File: src/rtl/pe8_arbiter.sv
// pe8_arbiter: shares one resource among eight requesters.
// Grants are registered and one-hot, with an encoded id and a valid flag.
// A grant is held until the owner drops its request or MAX_HOLD cycles pass.
// A requester whose grant was revoked stays blocked until it drops its request.
// Optional feature: define PE8_ARB_ROUND_ROBIN_EN to get rotating priority.
// Without it, the arbiter uses fixed priority and the highest index wins.
module pe8_arbiter #(
  parameter int MAX_HOLD = 16
) (
  input  logic       clk,
  input  logic       rst,
  input  logic [7:0] req,
  output logic [7:0] gnt,
  output logic [2:0] gnt_id,
  output logic       gnt_valid,
  output logic       timeout,
  output logic [7:0] blocked
);

  localparam int CW = $clog2(MAX_HOLD);
  localparam logic [CW-1:0] CNT_LAST = CW'(MAX_HOLD - 1);
  localparam logic [CW-1:0] CNT_ONE  = CW'(1);

  typedef enum logic {IDLE = 1'b0, GRANT = 1'b1} state_t;

  state_t        state_q, state_d;
  logic [7:0]    gnt_q, gnt_d;
  logic [2:0]    gnt_id_q, gnt_id_d;
  logic          gnt_valid_q, gnt_valid_d;
  logic          timeout_q, timeout_d;
  logic [7:0]    blocked_q, blocked_d;
  logic [CW-1:0] cnt_q, cnt_d;
  logic [7:0]    eligible_s;
  logic [7:0]    block_set_s;
  logic [2:0]    winner_s;

`ifdef PE8_ARB_ROUND_ROBIN_EN
  logic [2:0]    ptr_q, ptr_d;

  // Search ascends from the pointer with wrap-around; the first eligible index wins.
  function automatic logic [2:0] pick_rr(input logic [7:0] e, input logic [2:0] p);
    logic [2:0] r;
    logic [2:0] idx;
    r = 3'd0;
    for (int k = 7; k >= 0; k--) begin
      idx = p + 3'(k);
      if (e[idx]) r = idx;
      else        r = r;
    end
    return r;
  endfunction
`else
  // Fixed priority: the highest set index wins.
  function automatic logic [2:0] pick_fixed(input logic [7:0] e);
    logic [2:0] r;
    r = 3'd0;
    for (int i = 0; i < 8; i++) begin
      if (e[i]) r = 3'(i);
      else      r = r;
    end
    return r;
  endfunction
`endif

  // Winner selection among requesters that are not blocked.
  always_comb begin
    eligible_s = req & ~blocked_q;
`ifdef PE8_ARB_ROUND_ROBIN_EN
    winner_s = pick_rr(eligible_s, ptr_q);
`else
    winner_s = pick_fixed(eligible_s);
`endif
  end

  // Next-state and next-output logic for the IDLE/GRANT machine.
  always_comb begin
    state_d     = state_q;
    gnt_d       = gnt_q;
    gnt_id_d    = gnt_id_q;
    gnt_valid_d = gnt_valid_q;
    timeout_d   = 1'b0;
    cnt_d       = cnt_q;
    block_set_s = 8'h00;
`ifdef PE8_ARB_ROUND_ROBIN_EN
    ptr_d       = ptr_q;
`endif
    case (state_q)
      IDLE: begin
        if (|eligible_s) begin
          gnt_d       = 8'h01 << winner_s;
          gnt_id_d    = winner_s;
          gnt_valid_d = 1'b1;
          cnt_d       = {CW{1'b0}};
          state_d     = GRANT;
`ifdef PE8_ARB_ROUND_ROBIN_EN
          ptr_d       = winner_s + 3'd1;
`endif
        end else begin
          gnt_d       = 8'h00;
          gnt_valid_d = 1'b0;
        end
      end
      GRANT: begin
        if (!req[gnt_id_q]) begin
          // Release wins over a coincident timeout: no pulse, no block.
          gnt_d       = 8'h00;
          gnt_valid_d = 1'b0;
          cnt_d       = {CW{1'b0}};
          state_d     = IDLE;
        end else if (cnt_q == CNT_LAST) begin
          gnt_d       = 8'h00;
          gnt_valid_d = 1'b0;
          timeout_d   = 1'b1;
          block_set_s = gnt_q;
          cnt_d       = {CW{1'b0}};
          state_d     = IDLE;
        end else begin
          cnt_d       = cnt_q + CNT_ONE;
        end
      end
      default: begin
        gnt_d       = 8'h00;
        gnt_valid_d = 1'b0;
        cnt_d       = {CW{1'b0}};
        state_d     = IDLE;
      end
    endcase
    // A blocked bit clears once its request is seen low; a revoke sets it.
    blocked_d = (blocked_q & req) | block_set_s;
  end

  // State and output registers; reset drops all outputs immediately.
  always_ff @(posedge clk or posedge rst) begin
    if (rst) begin
      state_q     <= IDLE;
      gnt_q       <= 8'h00;
      gnt_id_q    <= 3'd0;
      gnt_valid_q <= 1'b0;
      timeout_q   <= 1'b0;
      blocked_q   <= 8'h00;
      cnt_q       <= {CW{1'b0}};
    end else begin
      state_q     <= state_d;
      gnt_q       <= gnt_d;
      gnt_id_q    <= gnt_id_d;
      gnt_valid_q <= gnt_valid_d;
      timeout_q   <= timeout_d;
      blocked_q   <= blocked_d;
      cnt_q       <= cnt_d;
    end
  end

`ifdef PE8_ARB_ROUND_ROBIN_EN
  // Round-robin pointer register.
  always_ff @(posedge clk or posedge rst) begin
    if (rst) ptr_q <= 3'd0;
    else     ptr_q <= ptr_d;
  end
`endif

  assign gnt       = gnt_q;
  assign gnt_id    = gnt_id_q;
  assign gnt_valid = gnt_valid_q;
  assign timeout   = timeout_q;
  assign blocked   = blocked_q;

endmodule

File: config.mk
export PLATFORM = sky130hd
export DESIGN_NAME = pe8_arbiter
export DESIGN_NICKNAME = d
export VERILOG_FILES = /design/src/rtl/pe8_arbiter.sv
export SDC_FILE = /design/constraint.sdc
export NUM_CORES = 1
export LEC_CHECK = 0
export CAP_MARGIN = 20
export CORE_ASPECT_RATIO = 1.1
export CORE_MARGIN = 10
export CORE_UTILIZATION = 48
export DETAILED_ROUTE_END_ITERATION = 7
export PLACE_DENSITY = 0.78
export SLEW_MARGIN = 20
export SYNTH_ARGS = -nofsm -noshare
export SYNTH_HDL_FRONTEND = slang
export SYNTH_SLANG_ARGS = --single-unit
File: constraint.sdc
create_clock -name clk -period 2.22 [get_ports clk]
set_input_delay 0.444 -clock clk [delete_from_list [all_inputs] [get_ports clk]]
set_output_delay 0.444 -clock clk [all_outputs]
set_load 0.005 [all_outputs]
==> results of run 1 <==
-- final timing paths --
kind / endpoint / slack (ns) / start
setup / recovery: cnt_q[0]$_DFFE_PP0P_ / 0.24 / req[7]
max in group asynchronous: gnt_id[2]$_DFFE_PP0P_ / 1.50 / rst
setup reg to reg: cnt_q[0]$_DFFE_PP0P_ / 0.32 / gnt_id[0]$_DFFE_PP0P_
min in group clk: gnt_valid$_DFFE_PP0P_ / 0.50 / gnt_valid$_DFFE_PP0P_
hold reg to reg: gnt_valid$_DFFE_PP0P_ / 0.50 / gnt_valid$_DFFE_PP0P_
hold / removal: gnt[2]$_DFFE_PP0P_ / 0.48 / rst
-- final cells by class --
type,count,area share
tap,31,0.02288
sequential,26,0.3838
multi-input combinational,74,0.3528
timing repair buffer,38,0.2125
clock buffer,4,0.02140
inverter,3,0.006642
-- worst register-to-register path, delay by kind of cell, from the launching register on --
kind / cells / cell delay, ns
multiplexers: 2 / 0.69
AND/OR/NAND/NOR: 2 / 0.68
flip-flops: 1 / 0.48
-- layout by cell type (no fill, tap or decap), types with 5 or more instances in the layout --
master | netlist | routed
clkdlybuf4s50_1 | 0 | 30
mux2_2 | 5 | 5
a22o_1 | 9 | 9
buf_4 | 0 | 8
dfrtp_1 | 26 | 26
nand2b_1 | 5 | 5
nor2b_1 | 6 | 6
nor2_1 | 5 | 5
o2bb2ai_1 | 5 | 5
-- power by group --
group	internal (W)	leakage (nW)	switching [W]	total, W
Clock	0.000100	0.0210	0.000133	0.000233
Sequential	0.000553	0.344	0.0000985	0.000651
Combinational	0.000292	0.365	0.000235	0.000528
Total	0.000945	0.730	0.000466	0.00141
-- sequential cells by signal, indices dropped and copies added (netlist names) --
register / count
blocked: 8
cnt_q: 4
gnt: 8
gnt_id: 3
gnt_valid: 1
state_q: 1
timeout: 1
-- layer usage --
metal,track usage,vias to the layer above,wire length [um]
met5,0,-,0
met4,0.03579,0,11
met3,0.03457,2,216
met2,0.2002,28,1472
met1,0.1406,513,1345
li1,-,475,-
-- metrics by stage --
| step | TNS [ns] | cells | util | hold WS [ns] |
|---|---|---|---|---|
| 2_1_floorplan | 0 | 104 | - | 0.4818 |
| 3_3_place_gp | -0.2776 | 172 | 0.6584 | 0.4737 |
| 5_1_grt | 0 | 176 | 0.6728 | 0.4924 |
| 6_report | 0 | 176 | 0.6728 | 0.4768 |
| 3_5_place_dp | -0.7134 | 172 | 0.6584 | 0.4745 |
| 4_1_cts | 0 | 176 | 0.6728 | 0.4759 |
-- logic make-up (layout without fill, tap and decap cells) --
group	count (synthesis)	in the layout	share of synthesized area
compound gates	29	29	0.1969
xor+xnor	1	1	0.006891
mux	6	6	0.06200
flops	26	26	0.5118
simple gates	37	37	0.1949
buf+inv	4	45	0.01772
fa+ha+maj	1	1	0.009841
==> results by group, run 1 <==
Status
  • Outcome: complete, no violations

Final layout
  • Footprint of the multi-input gates: 598.1 sq um
  • # nets final: 157
  • Post-route cell area: 0.001695 sq mm
  • Diodes inserted: 0
  • P&R area growth vs syn: 33.37%
  • Fillers: 217
  • Fraction of layout cells with a size suffix above 1: 0.1931
  • FF+latch area: 650.6 sq um

GRT
  • Vias in the first global route: 1104
  • Largest net degree at the start of global routing: 27
  • Total GRT Usage: 0.1173
  • Initial antenna violation count: 0
  • Total gr overflow: 0
  • First-pass GRT wire length: 5.092 mm

Logic synthesis
  • Sequential element share of the synthesized area: 0.5118
  • Syn_area_per_cell: 12.22 sq um
  • EDFF count, synth: 0
  • Ys async rst share: 1.000
  • Main synth FF type: dfrtp_1
  • Area share of the largest cell type after synthesis: 0.5118
  • Count leader, synth: dfrtp_1
  • Synth cell types: 36
  • Post-synth top area cell: dfrtp_1
  • Synth cell count leaders: dfrtp_1, a22o_1, nor2b_1
  • Yosys Warn Count: 0
  • Gate Count Post-Synth: 104
  • Synth Cell Area: 0.001271 sq mm
  • Synthesis-stage register bit count: 26
  • Ranking of synthesized cells by area: dfrtp_1, a22o_1, mux2_2
  • Synthesized net count: 115

Floorplanning
  • DIE HEIGHT: 73.98 um
  • Die W: 69.07 um
  • Row cnt: 19
  • Core ar.: 0.002520 sq mm
  • Ports: 31
  • Initial core utilization: 0.5045
  • Die footprint: 0.005109 sq mm

STA
  • Hold Vio Cnt, Final: 0
  • Relative slew margins: 0.5002
  • Final period utilization: 0.8929
  • Slack of the critical path: 0.2379 ns
  • Max Slew Vio Count: 0
  • Worst-margin pin slew: 0.7464 ns
  • Clock Skews: 0.005310 ns
  • Count of final setup violators: 0
  • RSZ-0062 raised after global routing: false
  • Fmax: 504.5 MHz
  • Final min period: 1.982 ns

Clock tree
  • Post-CTS resize count: 0
  • Num CTS Buffers: 3
  • Hold-fix buffers at CTS: 0
  • Root Buffer Master: clkbuf_4
  • Clock Latency Late Sink: 0.31 ns
  • CTS tree: built
  • Clock Sinks: 26
  • Clock transition at path regs: 0.14 ns
  • Maximum clock insertion buffer count: 2
  • H-tree depth: 1
  • # Post-CTS Setup Buffers: 0

Critical path
  • Crit path buffers/inverters: 1
  • CP Depth: 5
  • CP endpoint kind: flop
  • CP max FO: 12
  • Critical Path, Cell by Cell: clkdlybuf4s50_1 -> mux2_2 -> o221ai_4 -> nor3b_2 -> mux2_2
  • Crit-path max cell delay: 0.67 ns
  • Worst Path Arrival: 2.24 ns
  • R2R cell count: 4
  • Top cell family by delay on the critical path: simple AND/OR/NAND/NOR gates
  • CP required: 2.48 ns
  • Most frequent cell on the critical path: mux2_2
  • CP startpoint kind: primary input
  • Critical setup path kind: in -> reg
  • CP max-delay cell: nor3b_2

Power and ir drop
  • Pleak: 0.7297 nW
  • PwrDens: 832.7 mW/mm^2
  • Total power: 0.001412 W
  • VDD IR max: 0.6158 mV

Detailed routing
  • Wire length per cell: 17.30 um
  • Number of vias per cell: 5.784
  • Vias: 1018
  • Antenna viol nets, final: 0
  • DRC: 0
  • DRT iter0 DRCs: 52
  • Wirelength, routed: 3.044 mm
  • Drt first pass iters: 4

Placed design
  • DP Area: 0.001659 sq mm
  • Gpl congestion: 0.7770
  • I/O Buffers: 30
  • Final HPWL DP: 2.348 mm
  • Post-Place Worst Slack: -0.1010 ns

Worst hold path
  • Hold WC Path Type: in -> async

Run
  • Number of max-cap violations: 0
Note: power is estimated with default switching activity, not from simulation.
==> run 2, diff against run 1 <==
- clock period: 2.22 -> 2 ns (I/O delays scaled with it)
==> results by group, run 2 (same netlist as run 1, synthesis figures left out) <==
Status
  • Outcome: complete, no violations

Detailed routing
  • DRC: 0
  • Number of vias per cell: 5.710
  • Wire length per cell: 17.76 um
  • Drt first pass iters: 5
  • DRT iter0 DRCs: 52
  • Vias: 1062
  • Antenna viol nets, final: 0
  • Wirelength, routed: 3.303 mm

STA
  • Slack of the critical path: 0.1480 ns
  • Worst-margin pin slew: 0.5043 ns
  • Fmax: 539.9 MHz
  • Relative slew margins: 0.6634
  • Final period utilization: 0.9260
  • Clock Skews: 0.01144 ns
  • Final min period: 1.852 ns
  • RSZ-0062 raised after global routing: false
  • Hold Vio Cnt, Final: 0
  • Count of final setup violators: 0
  • Max Slew Vio Count: 0

GRT
  • First-pass GRT wire length: 5.651 mm
  • Largest net degree at the start of global routing: 27
  • Initial antenna violation count: 0
  • Total GRT Usage: 0.1343
  • Vias in the first global route: 1163
  • Total gr overflow: 0

Floorplanning
  • Die W: 69.07 um
  • Core ar.: 0.002520 sq mm
  • Die footprint: 0.005109 sq mm
  • Initial core utilization: 0.5045
  • Ports: 31
  • DIE HEIGHT: 73.98 um
  • Row cnt: 19

Placed design
  • Gpl congestion: 0.8219
  • Post-Place Worst Slack: -0.3237 ns
  • I/O Buffers: 30
  • DP Area: 0.001742 sq mm
  • Placed insts: 183
  • Final HPWL DP: 2.592 mm

Power and ir drop
  • PwrDens: 933.4 mW/mm^2
  • VDD IR max: 1.015 mV
  • Total power: 0.001658 W
  • Pleak: 0.7816 nW

Clock tree
  • Clock Latency Late Sink: 0.32 ns
  • Num CTS Buffers: 3
  • Maximum clock insertion buffer count: 2
  • # Post-CTS Setup Buffers: 0
  • Root Buffer Master: clkbuf_4
  • CTS tree: built
  • Clock transition at path regs: 0.14 ns
  • Clock Sinks: 26
  • H-tree depth: 1

Final layout
  • Fraction of layout cells with a size suffix above 1: 0.2452
  • Most frequent cells in the layout: clkdlybuf4s50_1, dfrtp_1, buf_4
  • # nets final: 168
  • Non-Filler Instances: 186
  • Post-route cell area: 0.001777 sq mm
  • Fillers: 190
  • Diodes inserted: 0
  • Commonest non-fill, non-tap cell in the layout: clkdlybuf4s50_1
  • P&R area growth vs syn: 39.76%

Critical path
  • R2R setup slack: 0.19 ns
  • CP required: 2.21 ns
  • CP max FO: 3
  • R2r endpoint: cnt_q[2]$_DFFE_PP0P_
  • CP startpoint kind: primary input
  • CP endpoint kind: flop
  • Critical setup path kind: in -> reg
  • Worst r2r src: gnt_id[0]$_DFFE_PP0P_
  • R2R cell count: 5
  • Worst Path Arrival: 2.06 ns

Worst hold path
  • Hold WC Path Type: in -> async

Run
  • Number of max-cap violations: 0
==> run 2: report_power, final <==
part           internal (W)  switching [W]  leakage (nW)
sequential         0.000613       0.000118         0.344
combinational      0.000401       0.000302         0.424
clock             0.0000706       0.000153        0.0138
total               0.00108       0.000574         0.782
==> run 2: layout make-up <==
cell class,count,area (sq um),area share
Sequential cell,26,650.6,0.3662
Multi-Input combinational cell,74,610.6,0.3437
Timing Repair Buffer,49,442.9,0.2493
Tap cell,31,38.79,0.02183
Clock buffer,3,22.52,0.01268
Inverter,3,11.26,0.006338
==> run 2: worst max path at each step <==
stage / cells past startpoint / end / from / slack, ns
2_1_floorplan: 5 / gnt[4]$_DFFE_PP0P_ / gnt_id[0]$_DFFE_PP0P_ / 0.33
3_3_place_gp: 6 / blocked[7]$_DFF_PP0_ / req[7] / -0.26
3_5_place_dp: 6 / blocked[2]$_DFF_PP0_ / req[7] / -0.32
4_1_cts: 6 / blocked[2]$_DFF_PP0_ / req[7] / 0.02
5_1_grt: 6 / gnt_id[1]$_DFFE_PP0P_ / req[3] / 0.09
6_report: 8 / state_q$_DFF_PP0_ / req[2] / 0.15
==> run 2: critical path, stage by stage <==
cell and delay [ns]:
clkdlybuf4s50_1 0.44, buf_4 0.16, nor2b_1 0.13, buf_4 0.15, nor4_4 0.15, a31oi_1 0.18, buf_4 0.18, or2_2 0.27
==> run 2: metal layers <==
layer,vias to the layer above,global-route usage,share of wire
li1,495,-,-
met3,10,0.03590,0.079
met1,505,0.1586,0.43
met4,0,0.05369,0.013
met2,52,0.2297,0.48
met5,-,0,0
==> run 2: metrics by stage <==
step	util	hold WS, ns	setup TNS, ns
2_1_floorplan	-	0.4400	0
3_3_place_gp	0.6912	0.4723	-4.475
3_5_place_dp	0.6912	0.4746	-5.624
4_1_cts	0.7001	0.4334	0
5_1_grt	0.7051	0.4515	0
6_report	0.7051	0.4172	0
==> run 2: what timing repair did <==
action	in CTS	in global routing
resized for setup	0	2
hold buffers	0	0
setup endpoints to repair	0	10
endpoints found under the hold margin	0	0
==> run 3, diff against run 2 <==
- CAP_MARGIN: 20 -> not set
==> results of run 3 <==
The final DEF is identical to that of run 2; final timing and power are the same.
